==> src/rtl/dm_arb_pkg.sv <==
// rtl/dm_arb_pkg.sv - shared types and constants for the data-memory arbiter
package dm_arb_pkg;

  typedef enum logic [1:0] {
    ST_IDLE   = 2'd0,
    ST_ACCESS = 2'd1,
    ST_RESP   = 2'd2
  } state_t;

  localparam logic OWN_CPU = 1'b0;
  localparam logic OWN_DBG = 1'b1;

  localparam logic [2:0] DM_WORD  = 3'b000;
  localparam logic [2:0] DM_HALF  = 3'b001;
  localparam logic [2:0] DM_HALFU = 3'b010;
  localparam logic [2:0] DM_BYTE  = 3'b011;
  localparam logic [2:0] DM_BYTEU = 3'b100;

endpackage

==> src/rtl/dm_arbiter_if.sv <==
// rtl/dm_arbiter_if.sv - CPU, debug and memory signal bundle of the arbiter
interface dm_arbiter_if #(
  parameter int ADDR_W = 32,
  parameter int DATA_W = 32
) ();

  logic              cpu_req;
  logic              cpu_we;
  logic [ADDR_W-1:0] cpu_addr;
  logic [DATA_W-1:0] cpu_wdata;
  logic [2:0]        cpu_type;
  logic [DATA_W-1:0] cpu_rdata;
  logic              cpu_stall;

  logic              dbg_req;
  logic              dbg_we;
  logic [ADDR_W-1:0] dbg_addr;
  logic [DATA_W-1:0] dbg_wdata;
  logic              dbg_ack;
  logic [DATA_W-1:0] dbg_rdata;

  logic              mem_en;
  logic              mem_we;
  logic [ADDR_W-1:0] mem_addr;
  logic [DATA_W-1:0] mem_wdata;
  logic [2:0]        mem_type;
  logic [DATA_W-1:0] mem_rdata;

  modport slave (
    input  cpu_req, cpu_we, cpu_addr, cpu_wdata, cpu_type,
    output cpu_rdata, cpu_stall,
    input  dbg_req, dbg_we, dbg_addr, dbg_wdata,
    output dbg_ack, dbg_rdata,
    output mem_en, mem_we, mem_addr, mem_wdata, mem_type,
    input  mem_rdata
  );

  modport master (
    output cpu_req, cpu_we, cpu_addr, cpu_wdata, cpu_type,
    input  cpu_rdata, cpu_stall,
    output dbg_req, dbg_we, dbg_addr, dbg_wdata,
    input  dbg_ack, dbg_rdata,
    input  mem_en, mem_we, mem_addr, mem_wdata, mem_type,
    output mem_rdata
  );

endinterface

==> src/rtl/dm_arb_pick.sv <==
// rtl/dm_arb_pick.sv - combinational grant picker; DM_ARB_RR_EN selects round-robin ties
module dm_arb_pick
  import dm_arb_pkg::*;
(
  input  logic cpu_req,
  input  logic dbg_req,
  input  logic last_grant,
  output logic grant_valid,
  output logic grant_owner
);

  assign grant_valid = cpu_req | dbg_req;

`ifdef DM_ARB_RR_EN
  always_comb begin
    grant_owner = OWN_CPU;
    if (cpu_req && dbg_req) begin
      grant_owner = ~last_grant;
    end else if (dbg_req) begin
      grant_owner = OWN_DBG;
    end
  end
`else
  logic unused_last_grant;
  assign unused_last_grant = last_grant;

  // Debug/loader traffic always beats the CPU.
  always_comb begin
    grant_owner = OWN_CPU;
    if (dbg_req) begin
      grant_owner = OWN_DBG;
    end
  end
`endif

endmodule

==> src/rtl/dm_arbiter.sv <==
// rtl/dm_arbiter.sv - data-memory arbiter/sequencer for CPU and debug ports
// Define DM_ARB_RR_EN for round-robin tie-break; otherwise debug has fixed priority.
module dm_arbiter
  import dm_arb_pkg::*;
#(
  parameter int MEM_LAT = 1,
  parameter int ADDR_W  = 32,
  parameter int DATA_W  = 32
) (
  input logic          clk,
  input logic          rst_n,
  dm_arbiter_if.slave  bus
);

  localparam logic [3:0] LAT_LAST = 4'(MEM_LAT - 1);

  state_t            state;
  state_t            state_nxt;
  logic              owner;
  logic              lat_we;
  logic [ADDR_W-1:0] lat_addr;
  logic [DATA_W-1:0] lat_wdata;
  logic [2:0]        lat_type;
  logic [3:0]        cnt;
  logic [DATA_W-1:0] cpu_rdata_q;
  logic [DATA_W-1:0] dbg_rdata_q;

  logic grant_valid;
  logic grant_owner;
  logic last_grant;
  logic in_access;
  logic grant_now;

  assign grant_now = (state == ST_IDLE) && grant_valid;

`ifdef DM_ARB_RR_EN
  always_ff @(posedge clk or negedge rst_n) begin
    if (!rst_n) begin
      last_grant <= OWN_DBG;
    end else if (grant_now) begin
      last_grant <= grant_owner;
    end
  end
`else
  assign last_grant = OWN_DBG;
`endif

  dm_arb_pick u_pick (
    .cpu_req     (bus.cpu_req),
    .dbg_req     (bus.dbg_req),
    .last_grant  (last_grant),
    .grant_valid (grant_valid),
    .grant_owner (grant_owner)
  );

  always_comb begin
    state_nxt = state;
    unique case (state)
      ST_IDLE:   if (grant_valid) state_nxt = ST_ACCESS;
      ST_ACCESS: if (cnt == LAT_LAST) state_nxt = ST_RESP;
      ST_RESP:   state_nxt = ST_IDLE;
      default:   state_nxt = ST_IDLE;
    endcase
  end

  always_ff @(posedge clk or negedge rst_n) begin
    if (!rst_n) begin
      state       <= ST_IDLE;
      owner       <= OWN_CPU;
      lat_we      <= 1'b0;
      lat_addr    <= '0;
      lat_wdata   <= '0;
      lat_type    <= DM_WORD;
      cnt         <= 4'd0;
      cpu_rdata_q <= '0;
      dbg_rdata_q <= '0;
    end else begin
      state <= state_nxt;
      if (grant_now) begin
        owner     <= grant_owner;
        cnt       <= 4'd0;
        lat_we    <= (grant_owner == OWN_DBG) ? bus.dbg_we    : bus.cpu_we;
        lat_addr  <= (grant_owner == OWN_DBG) ? bus.dbg_addr  : bus.cpu_addr;
        lat_wdata <= (grant_owner == OWN_DBG) ? bus.dbg_wdata : bus.cpu_wdata;
        lat_type  <= (grant_owner == OWN_DBG) ? DM_WORD       : bus.cpu_type;
      end
      // The counter parks at its last value, so it cannot wrap for any legal latency.
      if (state == ST_ACCESS) begin
        if (cnt == LAT_LAST) begin
          if (owner == OWN_DBG) dbg_rdata_q <= bus.mem_rdata;
          else                  cpu_rdata_q <= bus.mem_rdata;
        end else begin
          cnt <= cnt + 4'd1;
        end
      end
    end
  end

  assign in_access     = (state == ST_ACCESS);
  assign bus.mem_en    = in_access && (cnt == 4'd0);
  assign bus.mem_we    = in_access && lat_we;
  assign bus.mem_addr  = in_access ? lat_addr  : '0;
  assign bus.mem_wdata = in_access ? lat_wdata : '0;
  assign bus.mem_type  = in_access ? lat_type  : 3'b000;

  assign bus.cpu_stall = bus.cpu_req && !((state == ST_RESP) && (owner == OWN_CPU));
  assign bus.dbg_ack   = (state == ST_RESP) && (owner == OWN_DBG);
  assign bus.cpu_rdata = cpu_rdata_q;
  assign bus.dbg_rdata = dbg_rdata_q;

endmodule
==> src/flat_wrapper.sv <==
// flat-port wrapper written by rule: the top's interface ports become plain ports
module dm_arbiter_flat import dm_arb_pkg::*;
#(
  parameter int MEM_LAT = 1,
  parameter int ADDR_W  = 32,
  parameter int DATA_W  = 32
)
  (clk, rst_n, bus_cpu_req, bus_cpu_we, bus_cpu_addr, bus_cpu_wdata, bus_cpu_type, bus_cpu_rdata, bus_cpu_stall, bus_dbg_req, bus_dbg_we, bus_dbg_addr, bus_dbg_wdata, bus_dbg_ack, bus_dbg_rdata, bus_mem_en, bus_mem_we, bus_mem_addr, bus_mem_wdata, bus_mem_type, bus_mem_rdata);
  dm_arbiter_if #(.ADDR_W(ADDR_W), .DATA_W(DATA_W)) bus_i ();
  input logic clk;
  input logic rst_n;
  input wire logic [$bits(bus_i.cpu_req)-1:0] bus_cpu_req;
  input wire logic [$bits(bus_i.cpu_we)-1:0] bus_cpu_we;
  input wire logic [$bits(bus_i.cpu_addr)-1:0] bus_cpu_addr;
  input wire logic [$bits(bus_i.cpu_wdata)-1:0] bus_cpu_wdata;
  input wire logic [$bits(bus_i.cpu_type)-1:0] bus_cpu_type;
  output wire logic [$bits(bus_i.cpu_rdata)-1:0] bus_cpu_rdata;
  output wire logic [$bits(bus_i.cpu_stall)-1:0] bus_cpu_stall;
  input wire logic [$bits(bus_i.dbg_req)-1:0] bus_dbg_req;
  input wire logic [$bits(bus_i.dbg_we)-1:0] bus_dbg_we;
  input wire logic [$bits(bus_i.dbg_addr)-1:0] bus_dbg_addr;
  input wire logic [$bits(bus_i.dbg_wdata)-1:0] bus_dbg_wdata;
  output wire logic [$bits(bus_i.dbg_ack)-1:0] bus_dbg_ack;
  output wire logic [$bits(bus_i.dbg_rdata)-1:0] bus_dbg_rdata;
  output wire logic [$bits(bus_i.mem_en)-1:0] bus_mem_en;
  output wire logic [$bits(bus_i.mem_we)-1:0] bus_mem_we;
  output wire logic [$bits(bus_i.mem_addr)-1:0] bus_mem_addr;
  output wire logic [$bits(bus_i.mem_wdata)-1:0] bus_mem_wdata;
  output wire logic [$bits(bus_i.mem_type)-1:0] bus_mem_type;
  input wire logic [$bits(bus_i.mem_rdata)-1:0] bus_mem_rdata;
  assign bus_i.cpu_req = bus_cpu_req;
  assign bus_i.cpu_we = bus_cpu_we;
  assign bus_i.cpu_addr = bus_cpu_addr;
  assign bus_i.cpu_wdata = bus_cpu_wdata;
  assign bus_i.cpu_type = bus_cpu_type;
  assign bus_cpu_rdata = bus_i.cpu_rdata;
  assign bus_cpu_stall = bus_i.cpu_stall;
  assign bus_i.dbg_req = bus_dbg_req;
  assign bus_i.dbg_we = bus_dbg_we;
  assign bus_i.dbg_addr = bus_dbg_addr;
  assign bus_i.dbg_wdata = bus_dbg_wdata;
  assign bus_dbg_ack = bus_i.dbg_ack;
  assign bus_dbg_rdata = bus_i.dbg_rdata;
  assign bus_mem_en = bus_i.mem_en;
  assign bus_mem_we = bus_i.mem_we;
  assign bus_mem_addr = bus_i.mem_addr;
  assign bus_mem_wdata = bus_i.mem_wdata;
  assign bus_mem_type = bus_i.mem_type;
  assign bus_i.mem_rdata = bus_mem_rdata;
  dm_arbiter #(.MEM_LAT(MEM_LAT), .ADDR_W(ADDR_W), .DATA_W(DATA_W)) u_core (.clk(clk), .rst_n(rst_n), .bus(bus_i));
endmodule
==> config.mk <==
export PLATFORM = sky130hd
export DESIGN_NAME = dm_arbiter_flat
export DESIGN_NICKNAME = d
export VERILOG_FILES = /design/src/rtl/dm_arb_pkg.sv /design/src/rtl/dm_arbiter_if.sv /design/src/rtl/dm_arb_pick.sv /design/src/rtl/dm_arbiter.sv /design/src/flat_wrapper.sv
export SDC_FILE = /design/constraint.sdc
export NUM_CORES = 1
export LEC_CHECK = 0
export ABC_AREA = 0
export BUFFER_PORTS_ARGS = -buffer_cell sky130_fd_sc_hd__buf_2
export CELL_PAD_IN_SITES_DETAIL_PLACEMENT = 0
export CELL_PAD_IN_SITES_GLOBAL_PLACEMENT = 1
export CORE_UTILIZATION = 38
export CTS_CLUSTER_DIAMETER = 30
export DETAILED_ROUTE_END_ITERATION = 6
export PLACE_DENSITY = 0.85
export SETUP_SLACK_MARGIN = 0.3
export SLEW_MARGIN = 20
export SYNTH_ARGS = -nofsm -noshare
export SYNTH_HDL_FRONTEND = slang
export SYNTH_SLANG_ARGS = --single-unit
==> constraint.sdc <==
create_clock -name clk -period 5.8 [get_ports clk]
set_input_delay 0.29 -clock clk [delete_from_list [all_inputs] [get_ports clk]]
set_output_delay 0.29 -clock clk [all_outputs]
set_load 0.005 [all_outputs]
==> summary.md <==
| Metric | Value |
|---|---|
| Clock transition at the register clock pins on the worst setup and hold paths after CTS | `approximately 60 ps` |
| Wire length of the first global-routing pass | `about 27000 um` |
| Worst r2r path cells | `5` |
| Share of the yosys chip area belonging to registers | `0.531` |
| Worst skew pair latency | `410 ps` |
| Clock tree from TritonCTS | `done` |
| Buffers from clock root to sink, at most | `2` |
| Antenna violation net count after detailed routing | `0` |
| Number of cells produced by synthesis | `between 500 and 600` |
| Kind of critical path | `register to register` |
| Worst Hold Endpoint | `u_core.bus.dbg_rdata[7]` |
| Highest-count cells in the layout ignoring fill and taps | `sky130_fd_sc_hd__buf_2, sky130_fd_sc_hd__dfrtp_1, sky130_fd_sc_hd__o21ai_0` |
| Vias in the first global route | `approximately 5k` |
| Total of cells resized after clock tree synthesis | `0` |
| Overall overflow remaining after global route | `0` |
| Startpoint of the tightest hold check path | `bus_mem_rdata[7]` |
| Warnings from Yosys | `0` |
| Library cells used by synthesis | `33` |
| Die height | `roughly 130 um` |
| Status | `complete, no violations` |
| Filler Cells Inserted | `1511` |
| CTS buffer count | `17` |
| GRT Resource Usage Total | `0.192` |
| Power per Cell Area | `approximately 500 nW/um^2` |
| Crit path cell chain | `inv_1 > ha_1 > or3b_4 > or3_2 > mux2_4` |
| Area Growth Syn to Fin | `34.2%` |
| Sum of negative setup slack | `0 ps` |
| Number of DRC markers after the initial detailed-route iteration | `between 100 and 150` |
| Largest net degree at the start of global routing | `78` |
| Average routed wire per standard cell | `between 15 and 20 um` |
| Startpoint of the worst register-to-register path | `u_core.cnt[0]` |
| Cell with the largest stage delay on the worst path | `sky130_fd_sc_hd__or3_2` |
| Worst R2R End | `u_core.bus.cpu_rdata[12]` |
| Highest net fanout along the worst path | `32` |
| Initial core utilization | `0.392` |
| Number of core rows | `47` |
| Clock sinks | `139` |
| Largest clock skew in the final design | `9.69 ps` |
| Flip-flop and latch count after synthesis | `139` |
| Most common cell after layout, fill and taps aside | `sky130_fd_sc_hd__buf_2` |
| Slew headroom | `0.278` |
| Placed cell areas | `roughly 8200 sq um` |
| Number of antenna violations at the first check in global routing | `1` |
| Number of detailed-routing iterations run before antenna repair | `4` |
| Kind of start point of the critical path | `register` |
| Required time of the worst setup path | `6090 ps` |
| Die outline width | `between 100 and 150 um` |
| Layout cell share with drive strength beyond 1 | `0.482` |
| Net count after synthesis | `a little over 700` |
| Max-slew violations | `0` |
| Cell Area, Synth | `between 6000 and 7000 sq um` |
| Mean number of vias per cell | `just under 5` |
| Weighted congestion reported at the end of routability-driven placement | `roughly 0.74` |
| DRC violations left | `0` |
| Worst hold-check path type | `input pin to register` |
| Max-cap violations | `0` |
| Peak supply drop | `0.228 mV` |
| ANT cells | `0` |
| Detailed-route via count | `5236` |
| Floorplan die area | `approximately 18000 sq um` |
| Average instance area after synthesis | `around 12 sq um` |
| H-tree level count | `4` |
| Root cell of the clock tree | `sky130_fd_sc_hd__clkbuf_16` |
| Setup repair after global routing missed its margin | `false` |
| Number of cells traversed by the worst hold path | `2` |
| Worst endpoint data arrival time | `roughly 2800 ps` |
| Setup-violating endpoint count in the final report | `0` |
| Core Box Area | `around 17000 sq um` |
| Minimum setup slack among reg-to-reg paths | `between 3000 and 4000 ps` |
| Net count of the finished layout | `1009` |
| DPL Wire Length | `approximately 12000 um` |
| CP max stage delay | `880 ps` |
| Ports placed on the boundary | `304` |
| Final std cell area, no fill | `~9000 sq um` |
| Final Cycle Share | `0.438` |
| Static leakage power | `about 4.6 nW` |
| Total of buffers placed on input and output ports | `a little over 300` |
| Worst-Margin Slew | `between 1000 and 1500 ps` |
| Aggregate routed wire length | `about 17000 um` |
| Clock period minus worst slack | `~2500 ps` |
| CP endpoint kind | `register` |
| Hold Vio Cnt, Final | `0` |
| Highest clock rate | `between 300 and 400 MHz` |
## where the power goes
group	internal, mW	switching (mW)	total, mW
combinational	0.856	0.790	1.65
sequential	1.45	0.220	1.67
clock	0.678	0.420	1.10
## area by class of cell
cell class                      instances  area [sq um]  share of cell area
Clock buffer                           18           429              0.0488
Multi-Input combinational cell        366          2840               0.323
Clock inverter                         13           169              0.0192
Timing Repair Buffer                  311          1590               0.181
Sequential cell                       139          3480               0.396
Tap cell                              220           275              0.0313
Inverter                                3          11.3             0.00128
## routing by layer
metal	global-route usage	wire length (um)	up-vias	share of wire
met1	0.245	7480	2479	0.44
met3	0.0510	1270	13	0.074
li1	-	-	2506	-
met4	0.0549	177	2	0.010
met5	0	13	-	0.00076
met2	0.319	8190	236	0.48
## synth_stat cells (all sizes together)
cell	number	area, sq um
o221ai	1	8.76
o31a	1	8.76
inv	3	11.3
ha	2	25.0
or3b	1	11.3
nor4b	1	8.76
nand2b	4	25.0
or3	1	6.26
mux2i	65	651
nor2	3	11.3
nor2b	2	12.5
a22o	1	8.76
nor3b	3	22.5
nand2	2	7.51
o31ai	1	7.51
dfrtp	139	3480
and2	68	425
mux2	65	845
or2	2	12.5
o21ai	137	686
nand3	1	5.00
buf	11	105
a211o	2	17.5
nor3	1	5.00
and3	2	12.5
clkbuf	36	136
## cell families after synthesis
group / synth area share
AO/OA/AOI/OAI: 0.112
adder cells (fa/ha/maj): 0.00382
buffers and inverters: 0.0386
flip-flops: 0.531
multiplexers: 0.228
AND/OR/NAND/NOR: 0.0863
## worst max path at each step
stage / from / to / slack [ps]
6_report: u_core.cnt[0] / u_core.bus.cpu_rdata[12] / 3260
5_1_grt: u_core.cnt[0] / u_core.bus.cpu_rdata[16] / 3160
2_1_floorplan: u_core.cnt[0] / u_core.bus.cpu_rdata[0] / 3800
3_5_place_dp: u_core.cnt[0] / u_core.bus.cpu_rdata[12] / 3280
4_1_cts: u_core.cnt[0] / u_core.bus.cpu_rdata[16] / 3270
3_3_place_gp: u_core.cnt[0] / u_core.bus.cpu_rdata[19] / 3330
## timing repair
action / 4_1_cts / 5_1_grt
setup endpoints to repair: 0 / 0
buffers inserted: 0 / 0
hold buffers: 1 / 0
endpoints found under the hold margin: 62 / 0
## critical path: cells and delay by family (launching register included)
family / cells / cell delay (ps)
adder cells (fa/ha/maj): 1 / 160
multiplexers: 1 / 460
AND/OR/NAND/NOR: 2 / 1280
flip-flops: 1 / 420
buffers and inverters: 1 / 80
## metrics by stage
step | utilization | setup slack [ps] | hold WS [ps] | power (mW) | std cells
global route | 0.527 | 3160 | 104 | 4.72 | 1070
finish | 0.527 | 3260 | 122 | 4.41 | 1070
floorplan | - | 3800 | -5.59 | 2.67 | 555
global placement | 0.490 | 3330 | 302 | 3.29 | 1038
detailed placement | 0.490 | 3280 | 297 | 3.36 | 1038
CTS | 0.526 | 3270 | 97.9 | 4.48 | 1070
## sequential cells by signal, indices dropped and copies added, names as in the netlist
signal and cells:
u_core.lat_type 3, u_core.bus.dbg_rdata 32, u_core.bus.cpu_rdata 32, u_core.lat_addr 32, u_core.state 2, u_core.lat_wdata 32, u_core.cnt 4, u_core.owner 1
u_core.lat_we 1
No activity file was read; power rests on OpenSTA's default activity.
